==> src/rtl/r22sdf_bitrev.sv <==
// rtl/r22sdf_bitrev.sv - ping-pong reorder buffer turning bit-reversed R22SDF output into natural order
//
// Purpose: buffers each fft_length-point frame coming out of the last R22SDF stage
// (bit-reversed bin order) and replays it in natural bin order 0..fft_length-1,
// together with valid / start-of-frame / bin index framing.
//
// Ports:
//   sys_clk     in   clock, rising edge
//   sys_nrst    in   asynchronous active-low reset
//   sys_en      in   global enable; low freezes all state, memory writes and outputs
//   din_valid   in   sample present on din_r/din_i (qualified by sys_en)
//   din_r/din_i in   real/imag sample, bit-reversed bin order
//   dout_valid  out  dout_* carry a valid natural-order bin (qualify with sys_en)
//   dout_sof    out  high with bin 0 of each frame
//   dout_idx    out  natural bin index
//   dout_r/dout_i out real/imag sample, natural bin order
module r22sdf_bitrev #(
   parameter int data_resolution = 16,
   parameter int fft_length      = 16,
   localparam int L              = $clog2(fft_length)
) (
   input  logic                       sys_clk,
   input  logic                       sys_nrst,
   input  logic                       sys_en,
   input  logic                       din_valid,
   input  logic [data_resolution-1:0] din_r,
   input  logic [data_resolution-1:0] din_i,
   output logic                       dout_valid,
   output logic                       dout_sof,
   output logic [L-1:0]               dout_idx,
   output logic [data_resolution-1:0] dout_r,
   output logic [data_resolution-1:0] dout_i
);

   localparam int DW = 2 * data_resolution;
   localparam logic [L-1:0] LAST_BIN = L'(fft_length - 1);

   typedef enum logic {
      RD_IDLE,
      RD_STREAM
   } rd_state_t;

   function automatic logic [L-1:0] bitrev(input logic [L-1:0] x);
      logic [L-1:0] y;
      y = '0;
      for (int k = 0; k < L; k++) begin
         y[k] = x[L-1-k];
      end
      return y;
   endfunction

   // Two banks back to back: address = {bank, bin position}
   logic [DW-1:0]        mem_q [2*fft_length];

   logic [L-1:0]         wr_cnt_q, wr_cnt_d;
   logic                 wr_bank_q, wr_bank_d;
   logic [1:0]           bank_full_q, bank_full_d;
   rd_state_t            state_q, state_d;
   logic [L-1:0]         rd_cnt_q, rd_cnt_d;
   logic                 rd_bank_q, rd_bank_d;

   logic                 accept;
   logic                 wr_last;
   logic                 rd_issue;
   logic                 rd_wrap;

   // Read pipeline: memory read register, then output register
   logic [DW-1:0]        rd_data_q;
   logic                 rd_vld_q;
   logic [L-1:0]         rd_idx_q;

   logic                       dout_valid_q;
   logic                       dout_sof_q;
   logic [L-1:0]               dout_idx_q;
   logic [data_resolution-1:0] dout_r_q;
   logic [data_resolution-1:0] dout_i_q;

   assign accept  = sys_en & din_valid;
   assign wr_last = (wr_cnt_q == LAST_BIN);

   always_comb begin
      wr_cnt_d  = wr_cnt_q;
      wr_bank_d = wr_bank_q;
      if (accept) begin
         wr_cnt_d = wr_cnt_q + 1'b1;
         if (wr_last) begin
            wr_bank_d = ~wr_bank_q;
         end
      end
   end

   // Reader: issuing straight from IDLE in the cycle the flag is seen keeps
   // back-to-back frames gap-free even though the writer's flag for the next
   // bank lands in the same cycle the reader wraps.
   always_comb begin
      state_d   = state_q;
      rd_cnt_d  = rd_cnt_q;
      rd_bank_d = rd_bank_q;
      rd_issue  = 1'b0;
      rd_wrap   = 1'b0;
      unique case (state_q)
         RD_IDLE: begin
            if (sys_en && bank_full_q[rd_bank_q]) begin
               rd_issue = 1'b1;
               state_d  = RD_STREAM;
            end
         end
         RD_STREAM: begin
            if (sys_en) begin
               rd_issue = 1'b1;
            end
         end
      endcase
      if (rd_issue) begin
         rd_cnt_d = rd_cnt_q + 1'b1;
         if (rd_cnt_q == LAST_BIN) begin
            rd_wrap   = 1'b1;
            rd_bank_d = ~rd_bank_q;
            state_d   = bank_full_q[~rd_bank_q] ? RD_STREAM : RD_IDLE;
         end
      end
   end

   // Writer and reader always work on different banks, so set and clear never collide
   always_comb begin
      bank_full_d = bank_full_q;
      if (rd_wrap) begin
         bank_full_d[rd_bank_q] = 1'b0;
      end
      if (accept && wr_last) begin
         bank_full_d[wr_bank_q] = 1'b1;
      end
   end

   always_ff @(posedge sys_clk or negedge sys_nrst) begin
      if (!sys_nrst) begin
         wr_cnt_q     <= '0;
         wr_bank_q    <= 1'b0;
         bank_full_q  <= 2'b00;
         state_q      <= RD_IDLE;
         rd_cnt_q     <= '0;
         rd_bank_q    <= 1'b0;
         rd_vld_q     <= 1'b0;
         rd_idx_q     <= '0;
         dout_valid_q <= 1'b0;
         dout_sof_q   <= 1'b0;
         dout_idx_q   <= '0;
         dout_r_q     <= '0;
         dout_i_q     <= '0;
      end else begin
         wr_cnt_q    <= wr_cnt_d;
         wr_bank_q   <= wr_bank_d;
         bank_full_q <= bank_full_d;
         state_q     <= state_d;
         rd_cnt_q    <= rd_cnt_d;
         rd_bank_q   <= rd_bank_d;
         if (sys_en) begin
            rd_vld_q     <= rd_issue;
            if (rd_issue) begin
               rd_idx_q <= rd_cnt_q;
            end
            dout_valid_q <= rd_vld_q;
            // Data/index/sof hold their last values while no bin is flowing
            if (rd_vld_q) begin
               dout_idx_q <= rd_idx_q;
               dout_sof_q <= (rd_idx_q == '0);
               dout_r_q   <= rd_data_q[DW-1:data_resolution];
               dout_i_q   <= rd_data_q[data_resolution-1:0];
            end
         end
      end
   end

   // Storage has no reset; its contents after reset are never read before rewritten
   always_ff @(posedge sys_clk) begin
      if (accept) begin
         mem_q[{wr_bank_q, wr_cnt_q}] <= {din_r, din_i};
      end
      if (rd_issue) begin
         rd_data_q <= mem_q[{rd_bank_q, bitrev(rd_cnt_q)}];
      end
   end

   assign dout_valid = dout_valid_q;
   assign dout_sof   = dout_sof_q;
   assign dout_idx   = dout_idx_q;
   assign dout_r     = dout_r_q;
   assign dout_i     = dout_i_q;

endmodule
==> config.mk <==
export PLATFORM = sky130hd
export DESIGN_NAME = r22sdf_bitrev
export DESIGN_NICKNAME = d
export VERILOG_FILES = /design/src/rtl/r22sdf_bitrev.sv
export SDC_FILE = /design/constraint.sdc
export NUM_CORES = 1
export LEC_CHECK = 0
export CAP_MARGIN = 20
export CORE_MARGIN = 2
export CORE_UTILIZATION = 55
export DETAILED_ROUTE_END_ITERATION = 8
export GPL_TIMING_DRIVEN = 0
export PLACE_DENSITY = 0.74
export SYNTH_ARGS = -nofsm -noshare
export SYNTH_HDL_FRONTEND = slang
export SYNTH_SLANG_ARGS = --single-unit
==> constraint.sdc <==
create_clock -name sys_clk -period 2.7 [get_ports sys_clk]
set_input_delay 0.27 -clock sys_clk [delete_from_list [all_inputs] [get_ports sys_clk]]
set_output_delay 0.27 -clock sys_clk [all_outputs]
set_load 0.05 [all_outputs]
==> impl_metrics.csv, run 1 <==
group,metric,value,unit
outcome,outcome,"completed",
timing,setup_slack,0.01741,ns
critical_path,cp_slowest_stage_delay,0.48,ns
logic_synthesis,synth.yosys.seq_area_share,76.97,%
finish,nFillCells,5063,
critical_path,critical_path_cell_by_cell,"buf_4 > buf_4 > buf_4 > mux2i_1 > a22oi_1 > a31oi_2 > nand3_1",
critical_path,critPathKind,"reg2reg",
critical_path,crit_top_cell,"buf_4",
power_and_ir_drop,ir_drop,0.0006457,V
finish,antenna_cells_inserted,0,
timing,post-route-period-util,99.36,%
logic_synthesis,mappedNetlistNets,2461,
route,antenna_violating_nets_post_route,0,
timing,min_period,2.683,ns
logic_synthesis,syn-instance-count,2420,
die,fp.coreArea,0.07747,sq mm
critical_path,worst_ep_required_time,3.05,ns
critical_path,path_delay_family,"buffers and inverters",
critical_path,path_max_fanout,10,
grt,grt-ovfl-total,0,
die,start_util,55.53,%
die,std_cell_rows,102,
route,route.final.wire_length,104500,microns
clock_tree,bufs_on_longest_clock_path,3,
finish,combined_area_of_the_multi_input_logic_cells,0.009450,sq mm
timing,tightestPinTransition,1.108,ns
timing,setup_viol,0,
critical_path,end_kind,"flop",
critical_path,critical_path.slowest_cell,"dfrtp_1",
logic_synthesis,synth_seq_cells,1112,
placement,dp_worst_slack,-0.6557,ns
grt,groute.usage.overall,25.46,%
timing,max_freq,372.8,MHz
route,detailed_router_iteration_count_before_antenna_repair,6,
placement,detailedPlacementHpwl,66200,microns
grt,maximum_number_of_pins_on_one_net_before_global_route_repair,57,
critical_path,reg2reg_to,"rd_data_q[11]",
critical_path,worstSetupStartpointType,"flop",
placement,portBuffers,73,
critical_path,cp.buffers_inverters,3,
critical_path,reg2reg_setup_slack,0.02,ns
clock_tree,clock_insertion_delay_worst_skew,0.67,ns
route,remaining_design_rule_violation_count,0,
finish,regArea,0.03311,sq mm
logic_synthesis,synth_flop_cell,"edfxtp_1",
critical_path,r2r-start,"rd_cnt_q[3]",
flow_run,max_cap_violations,0,
grt,gr-max-usage-layer,"met2",
critical_path,setup.worst_path.end,"rd_data_q[11]",
timing,final_total_negative_setup_slack,0,ns
placement,place.gp.congestion,0.8384,
grt,global_route.usage.met1,34.04,%
route,via_per_inst,6.172,
clock_tree,htree_levels,3,
die,die_area,0.08047,sq mm
die,ios,74,
logic_synthesis,post_synth_num_cell_types,40,
logic_synthesis,avgSynthCellArea,17.78,sq um
grt,grt_pass1_vias,23340,
finish,layout_cell_share_with_drive_strength_beyond_1,15.88,%
grt,met3_resource_use_gr,4.550,%
finish,syn_to_final_growth,17.18,%
timing,finalClockSkew,0.02304,ns
finish,layout_common_cells,"edfxtp_1 (1056), mux2i_1 (512), nand2_1 (123)",
clock_tree,cts_root_buffer_type,"clkbuf_16",
die,dieWidth,283.7,microns
grt,globalRouteMet2Util,42.19,%
hold_path,hp-class,"in2async",
timing,timing.final.hold_violations,0,
die,dieHeight,283.7,microns
route,drt_first_iter_violations,2779,
clock_tree,cts_buffers,105,
power_and_ir_drop,power.leakage,0.01680,uW
finish,final_nets,2717,
critical_path,critical_path_arrival,3.03,ns
grt,grt_pass1_wl,149700,microns
clock_tree,clock_sink_count,1112,
timing,maxSlewHeadroom,25.90,%
logic_synthesis,asyncSetResetFlopFracSynth,5.036,%
timing,slew_violations,0,
logic_synthesis,yosysWarningCount,0,
grt,antenna_found_initial,0,
critical_path,path_depth,7,
logic_synthesis,synth_enable_flop_cells,1056,
clock_tree,clock_tree_from_tritoncts,"done",
finish,mostFrequentLayoutCell,"edfxtp_1",
logic_synthesis,syn_area,0.04302,sq mm
power_and_ir_drop,power_per_cell_area,998.4,mW/mm^2
critical_path,worst_r2r_path_depth,7,
critical_path,critical_path.startpoint,"rd_cnt_q[3]",
route,dr_total_vias,23450,
route,wl_per_cell,27.50,microns
clock_tree,cts.clk_slew.worst_paths,0.06,ns
-- cell type report --
class	count	area share, %
inverters	5	0.03723
well taps	1040	2.581
plain buffers	135	1.638
flip-flops and latches	1112	65.68
clock buffers	142	5.833
repair buffers	150	4.572
multi-input cells	1167	18.75
clock inverters	48	0.9084
-- metal layers --
layer	up-vias	share of wire [%]
met5	-	0
met4	0	3.0
met3	216	9.6
met2	1234	49
met1	11940	38
li1	10060	-
-- where the power goes --
| group | internal [uW] | switching (uW) | total (uW) |
|---|---|---|---|
| sequential | 20200 | 502 | 20700 |
| combinational | 5250 | 9850 | 15100 |
| clock | 8370 | 6140 | 14500 |
-- sequential cells by signal, summed over array words and instances (netlist names), 2 cells and up --
| register | flops |
|---|---|
| rd_idx_q | 4 |
| dout_i | 16 |
| wr_cnt_q | 4 |
| mem_q | 1024 |
| dout_r | 16 |
| rd_cnt_q | 4 |
| rd_data_q | 32 |
| bank_full_q | 2 |
| dout_idx | 4 |
-- cells by family (layout without fill, tap and decap cells) --
logic type	count (synthesis)	count (layout)	synth area share (%)
DFF	1112	1112	76.97
AOI/OAI and AO/OA	301	301	4.755
and+or+nand+nor	305	305	3.159
xor gates and xnor gates	7	7	0.1425
buffers and inverters	141	480	1.940
muxes	549	549	12.89
adders and majority gates	5	5	0.1454
-- repair_timing --
| action | CTS | global route |
|---|---|---|
| endpoints found under the setup margin | 19 | 112 |
| pin swaps | 0 | 5 |
| buffers inserted | 0 | 13 |
| cloned | 0 | 0 |
| gates resized for setup | 8 | 23 |
| hold buffers | 1 | 0 |
| hold endpoints to repair | 56 | 0 |
-- worst min path at each step --
stage	start	depth (start not counted)	to	slack, ns
2_1_floorplan	sys_nrst	0	bank_full_q[0]	-0.03
3_3_place_gp	rd_data_q[15]	1	dout_i[15]	0.46
3_5_place_dp	sys_nrst	1	dout_i[10]	0.44
4_1_cts	sys_nrst	2	dout_i[0]	0.28
5_1_grt	din_i[0]	1	mem_q[16][0]	0.29
6_report	sys_nrst	2	dout_i[0]	0.27
-- stage by stage --
step                      cell area, sq um  utilization (%)  power, uW  hold WS (ns)  instances
final                                50410            65.07      50330        0.2658       3799
after floorplan                      43030                -      29940      -0.02559       2420
after global placement               45060            58.17      34900        0.4607       3533
after CTS                            49620            64.05      49910        0.2837       3763
after global routing                 50410            65.07      51920        0.2920       3799
after detailed placement             46180            59.62      35510        0.4352       3573
-- cells in the mapped netlist (4+ instances only) --
master | count | area, sq um
a21oi_1 | 98 | 490.5
a22o_1 | 64 | 560.5
a22oi_1 | 96 | 720.7
a31oi_1 | 32 | 200.2
buf_2 | 55 | 275.3
buf_4 | 53 | 397.9
buf_6 | 5 | 56.30
clkbuf_1 | 21 | 78.83
dfrtp_1 | 56 | 1401
edfxtp_1 | 1056 | 31710
ha_1 | 5 | 62.56
inv_1 | 4 | 15.01
mux2_2 | 36 | 405.4
mux2i_1 | 512 | 5125
nand2_1 | 123 | 461.7
nand3_1 | 99 | 495.5
nor2_1 | 35 | 131.4
nor3_1 | 32 | 160.2
o21ai_0 | 6 | 30.03
xnor2_1 | 6 | 52.55
No activity file was read; power rests on OpenSTA's default activity.
==> run 2: changes to the inputs <==
Settings changed: CELL_PAD_IN_SITES_DETAIL_PLACEMENT set to 0, CELL_PAD_IN_SITES_GLOBAL_PLACEMENT set to 2, CORE_UTILIZATION 55 to 43, PLACE_DENSITY 0.74 to unset, PLACE_DENSITY_LB_ADDON set to 0.1.
==> impl_metrics.csv, run 2 (same netlist as run 1, synthesis figures left out) <==
group,metric,value,unit
timing,rsz_0062_raised_after_global_routing,"no",
grt,grt_pass1_wl,162300,microns
clock_tree,clock_tree_from_tritoncts,"done",
grt,maximum_number_of_pins_on_one_net_before_global_route_repair,36,
die,dieWidth,320.3,microns
grt,antenna_found_initial,0,
timing,max_freq,377.9,MHz
critical_path,worstSetupStartpointType,"flop",
power_and_ir_drop,switching_share,32.88,%
power_and_ir_drop,net-switching-power,17150,uW
route,dr_total_vias,22630,
placement,place.gp.congestion,0.7599,
finish,layout.core_utilization,51.98,%
placement,dp_worst_slack,-0.8179,ns
route,wl_per_cell,27.73,microns
timing,post-route-period-util,98.00,%
die,std_cell_rows,116,
timing,maxSlewHeadroom,38.32,%
timing,finalClockSkew,0.02286,ns
timing,min_period,2.646,ns
power_and_ir_drop,share_comb_of_total_power,30.0,%
timing,slew_violations,0,
die,die_area,0.1026,sq mm
finish,layout_common_cells,"edfxtp_1 (1056), mux2i_1 (512), clkbuf_16 (135)",
finish,top_register,"mem_q",
power_and_ir_drop,ir_drop,0.0005825,V
power_and_ir_drop,power_per_cell_area,1008,mW/mm^2
die,dieHeight,320.3,microns
clock_tree,cts.clk_slew.worst_paths,0.06,ns
timing,timing.final.hold_violations,0,
route,detailed_router_iteration_count_before_antenna_repair,5,
die,ios,74,
critical_path,critical_path_arrival,3.01,ns
power_and_ir_drop,cell_internal_pwr,35010,uW
finish,layout_top_registers,"mem_q (1024), rd_data_q (32)",
placement,portBuffers,73,
die,start_util,43.21,%
timing,setup_slack,0.05403,ns
clock_tree,clock_sink_count,1112,
timing,setup_viol,0,
placement,detailedPlacementHpwl,75560,microns
route,remaining_design_rule_violation_count,0,
finish,nFillCells,7989,
clock_tree,clock_insertion_delay_worst_skew,0.69,ns
flow_run,max_cap_violations,0,
critical_path,path_max_fanout,10,
clock_tree,cts_root_buffer_type,"clkbuf_16",
critical_path,critPathKind,"reg2reg",
clock_tree,bufs_on_longest_clock_path,3,
critical_path,end_kind,"flop",
finish,largest_reg_flops,1024,
grt,grt-ovfl-total,0,
die,fp.coreArea,0.09957,sq mm
route,via_per_inst,5.492,
finish,syn_to_final_growth,20.31,%
finish,layout_cell_share_with_drive_strength_beyond_1,17.76,%
route,drt_first_iter_violations,1925,
power_and_ir_drop,power.total,52150,uW
grt,grt_pass1_vias,22830,
timing,tightestPinTransition,0.9231,ns
outcome,outcome,"completed",
clock_tree,cts_buffers,116,
power_and_ir_drop,share_seq_of_total_power,39.7,%
power_and_ir_drop,power.leakage,0.01730,uW
clock_tree,htree_levels,3,
finish,mostFrequentLayoutCell,"edfxtp_1",
grt,groute.usage.overall,22.19,%
finish,final_nets,2766,
route,antenna_violating_nets_post_route,0,
route,route.final.wire_length,114200,microns
hold_path,hp-class,"in2async",
critical_path,worst_ep_required_time,3.07,ns
critical_path,reg2reg_setup_slack,0.05,ns
power_and_ir_drop,power_frac_clock,30.4,%
## run 2: repair_timing
action / CTS / global route
endpoints found under the hold margin: 56 / 0
pin swaps: 8 / 9
endpoints found under the setup margin: 185 / 150
setup buffers: 24 / 21
gates cloned: 0 / 1
hold buffers: 1 / 0
resized for setup: 24 / 19
## run 2: worst paths after layout
kind	cells past startpoint	from	end
worst min register to register	1	rd_data_q[31]	dout_r[15]
worst max register to register	7	rd_cnt_q[2]	rd_data_q[13]
worst max-delay path	7	rd_cnt_q[2]	rd_data_q[13]
min in group sys_clk	2	sys_en	state_q
max in group asynchronous	3	sys_nrst	dout_r[2]
worst min-delay path	2	sys_nrst	dout_i[7]
## run 2: cell type report
type	instances	area, sq um	area share [%]
inverter	5	18.77	0.03626
antenna	1	2.502	0.004835
clock buffer	163	3341	6.455
clock inverter	51	471.7	0.9114
sequential	1112	33110	63.98
buffer	136	834.6	1.612
multi-input combinational	1168	9500	18.36
timing repair buffer	186	2850	5.507
tap	1298	1624	3.138
## run 2: stage by stage
step                TNS [ns]  hold slack [ns]  instances  cell area, sq um
floorplan             -52.23         -0.02559       2420             43030
global placement    -2499.06           0.4608       3791             45390
detailed placement   -543.00           0.2246       3837             46680
CTS                        0          0.03580       4076             50950
global route               0          0.06479       4119             51750
finish                     0          0.05066       4120             51760
## run 2: layer usage
layer	vias to the layer above	GRT usage [%]	wire length (microns)
li1	10160	-	-
met5	-	0	0
met2	560	37.66	56680
met3	97	3.119	5528
met1	11810	30.70	50660
met4	0	4.392	1374
## run 2: worst max-delay path, cell delays in order, from the launching register on
cell and delay (ns):
dfrtp_1 0.56, nor2b_1 0.21, buf_2 0.30, clkbuf_4 0.32
a22o_1 0.17, nor3_1 0.08, a31oi_2 0.41, nand3_1 0.26
## run 2: power by group through the flow
stage,Sequential (uW),Clock (uW),Combinational (uW)
4_1_cts,20700,16100,15500
2_1_floorplan,21900,0,8040
6_report,20700,15800,15600
3_3_place_gp,21100,0,14800
3_5_place_dp,21100,0,15200
5_1_grt,20800,16800,16600
==> run 3: changes to the inputs <==
Settings changed: GPL_ROUTABILITY_DRIVEN set to 0, MAX_ROUTING_LAYER set to met4.
==> impl_metrics.csv, run 3 (same netlist as run 1, synthesis figures left out) <==
group,metric,value,unit
critical_path,crit_top_cell,"buf_4",
outcome,outcome,"completed",
grt,grt_pass1_vias,22790,
timing,maxSlewHeadroom,37.46,%
clock_tree,cts_buffers,116,
clock_tree,cts.clk_slew.worst_paths,0.06,ns
route,antenna_violating_nets_post_route,0,
grt,maximum_number_of_pins_on_one_net_before_global_route_repair,36,
clock_tree,htree_levels,3,
placement,detailedPlacementHpwl,75560,microns
critical_path,worst_ep_required_time,3.08,ns
die,dieHeight,320.3,microns
finish,layout_top_registers,"mem_q (1024), rd_data_q (32)",
die,die_area,0.1026,sq mm
die,start_util,43.21,%
clock_tree,clock_tree_from_tritoncts,"done",
critical_path,path_delay_family,"buffers and inverters",
route,dr_total_vias,22720,
clock_tree,clock_insertion_delay_worst_skew,0.69,ns
grt,grt-ovfl-total,0,
die,fp.coreArea,0.09957,sq mm
grt,grt_pass1_wl,162300,microns
timing,max_freq,382.7,MHz
timing,finalClockSkew,0.02330,ns
finish,layout_cell_share_with_drive_strength_beyond_1,17.52,%
route,wl_per_cell,27.72,microns
timing,min_period,2.613,ns
critical_path,critical_path.slowest_cell,"a31oi_1",
power_and_ir_drop,share_seq_of_total_power,39.7,%
critical_path,critical_path_arrival,3.00,ns
flow_run,max_cap_violations,0,
clock_tree,clock_sink_count,1112,
timing,timing.final.hold_violations,0,
critical_path,critical_path_cell_by_cell,"buf_4 > buf_4 > buf_4 > mux2i_1 > a22oi_1 > a31oi_1 > nand3_1",
finish,final_nets,2759,
power_and_ir_drop,net-switching-power,17140,uW
clock_tree,bufs_on_longest_clock_path,3,
finish,syn_to_final_growth,20.20,%
route,remaining_design_rule_violation_count,0,
power_and_ir_drop,power.leakage,0.01726,uW
critical_path,cp.buffers_inverters,3,
die,std_cell_rows,116,
power_and_ir_drop,ir_drop,0.0005819,V
critical_path,worstSetupStartpointType,"flop",
hold_path,hp-class,"in2async",
clock_tree,cts_root_buffer_type,"clkbuf_16",
critical_path,path_max_fanout,11,
power_and_ir_drop,switching_share,32.87,%
placement,portBuffers,73,
route,drt_first_iter_violations,1990,
power_and_ir_drop,power_frac_clock,30.4,%
critical_path,end_kind,"flop",
finish,top_register,"mem_q",
route,detailed_router_iteration_count_before_antenna_repair,5,
power_and_ir_drop,power_per_cell_area,1008,mW/mm^2
finish,layout_common_cells,"edfxtp_1 (1056), mux2i_1 (512), clkbuf_16 (132)",
timing,setup_slack,0.08689,ns
power_and_ir_drop,cell_internal_pwr,35000,uW
finish,mostFrequentLayoutCell,"edfxtp_1",
finish,layout.core_utilization,51.94,%
timing,setup_viol,0,
grt,antenna_found_initial,2,
route,via_per_inst,5.522,
route,route.final.wire_length,114000,microns
critical_path,critPathKind,"reg2reg",
timing,tightestPinTransition,0.9358,ns
grt,groute.usage.overall,22.88,%
timing,slew_violations,0,
critical_path,cp_slowest_stage_delay,0.50,ns
die,ios,74,
die,dieWidth,320.3,microns
timing,rsz_0062_raised_after_global_routing,"no",
power_and_ir_drop,share_comb_of_total_power,29.9,%
finish,largest_reg_flops,1024,
placement,dp_worst_slack,-0.8179,ns
timing,post-route-period-util,96.78,%
run 3: cell count changes in the layout (fill, tap and decap cells not counted):
cell	change
buf_12	-1
diode_2	+1
buf_8	-1
buf_4	-6
clkbuf_2	-1
clkbuf_16	-3
clkbuf_1	+1
buf_16	+4
run 3: worst paths after layout:
check,from,end,slack (ns),depth (start not counted)
min,sys_nrst,dout_i[7],0.05,2
min reg2reg,rd_data_q[31],dout_r[15],0.48,1
max reg2reg,rd_cnt_q[3],rd_data_q[18],0.09,7
max,rd_cnt_q[3],rd_data_q[18],0.09,7
min in group sys_clk,sys_en,rd_vld_q,0.16,2
max in group asynchronous,sys_nrst,dout_r[2],2.09,3
run 3: per-stage QoR:
step	TNS [ns]	std cells	instance area [sq um]	hold slack (ns)	power [uW]
floorplan	-52.23	2420	43030	-0.02559	29940
global placement	-2499.06	3791	45390	0.4608	35910
detailed placement	-543.00	3837	46680	0.2246	36300
CTS	0	4076	50950	0.03580	52380
global route	0	4113	51710	0.06534	54220
finish	0	4114	51710	0.05395	52140
run 3: layout make-up:
class | instances | area (sq um)
timing repair buffer | 179 | 2805
buffer | 136 | 833.3
clock inverter | 51 | 471.7
antenna | 2 | 5.005
tap | 1298 | 1624
multi-input combinational | 1168 | 9500
fill | 7991 | 47850
sequential | 1112 | 33110
clock buffer | 163 | 3341
inverter | 5 | 18.77
run 3: routing by layer:
metal / part of all wire, % / global-route usage (%) / vias up
met1: 44 / 30.87 / 11850
met3: 5.0 / 3.119 / 110
met4: 1.2 / 4.392 / 0
met5: 0 / - / -
met2: 49 / 37.52 / 607
li1: - / - / 10150
run 3: timing repair:
item                                   4_1_cts  5_1_grt
setup buffers                               24       14
setup endpoints to repair                  185      149
endpoints found under the hold margin       56        0
hold buffers                                 1        0
pin swaps                                    8        8
gates resized for setup                     24       17
cloned                                       0        1
run 3: power by group through the flow:
stage | logic (uW) | registers [uW] | clock network [uW]
2_1_floorplan | 8040 | 21900 | 0
3_3_place_gp | 14800 | 21100 | 0
3_5_place_dp | 15200 | 21100 | 0
4_1_cts | 15500 | 20700 | 16100
5_1_grt | 16600 | 20800 | 16800
6_report | 15600 | 20700 | 15800
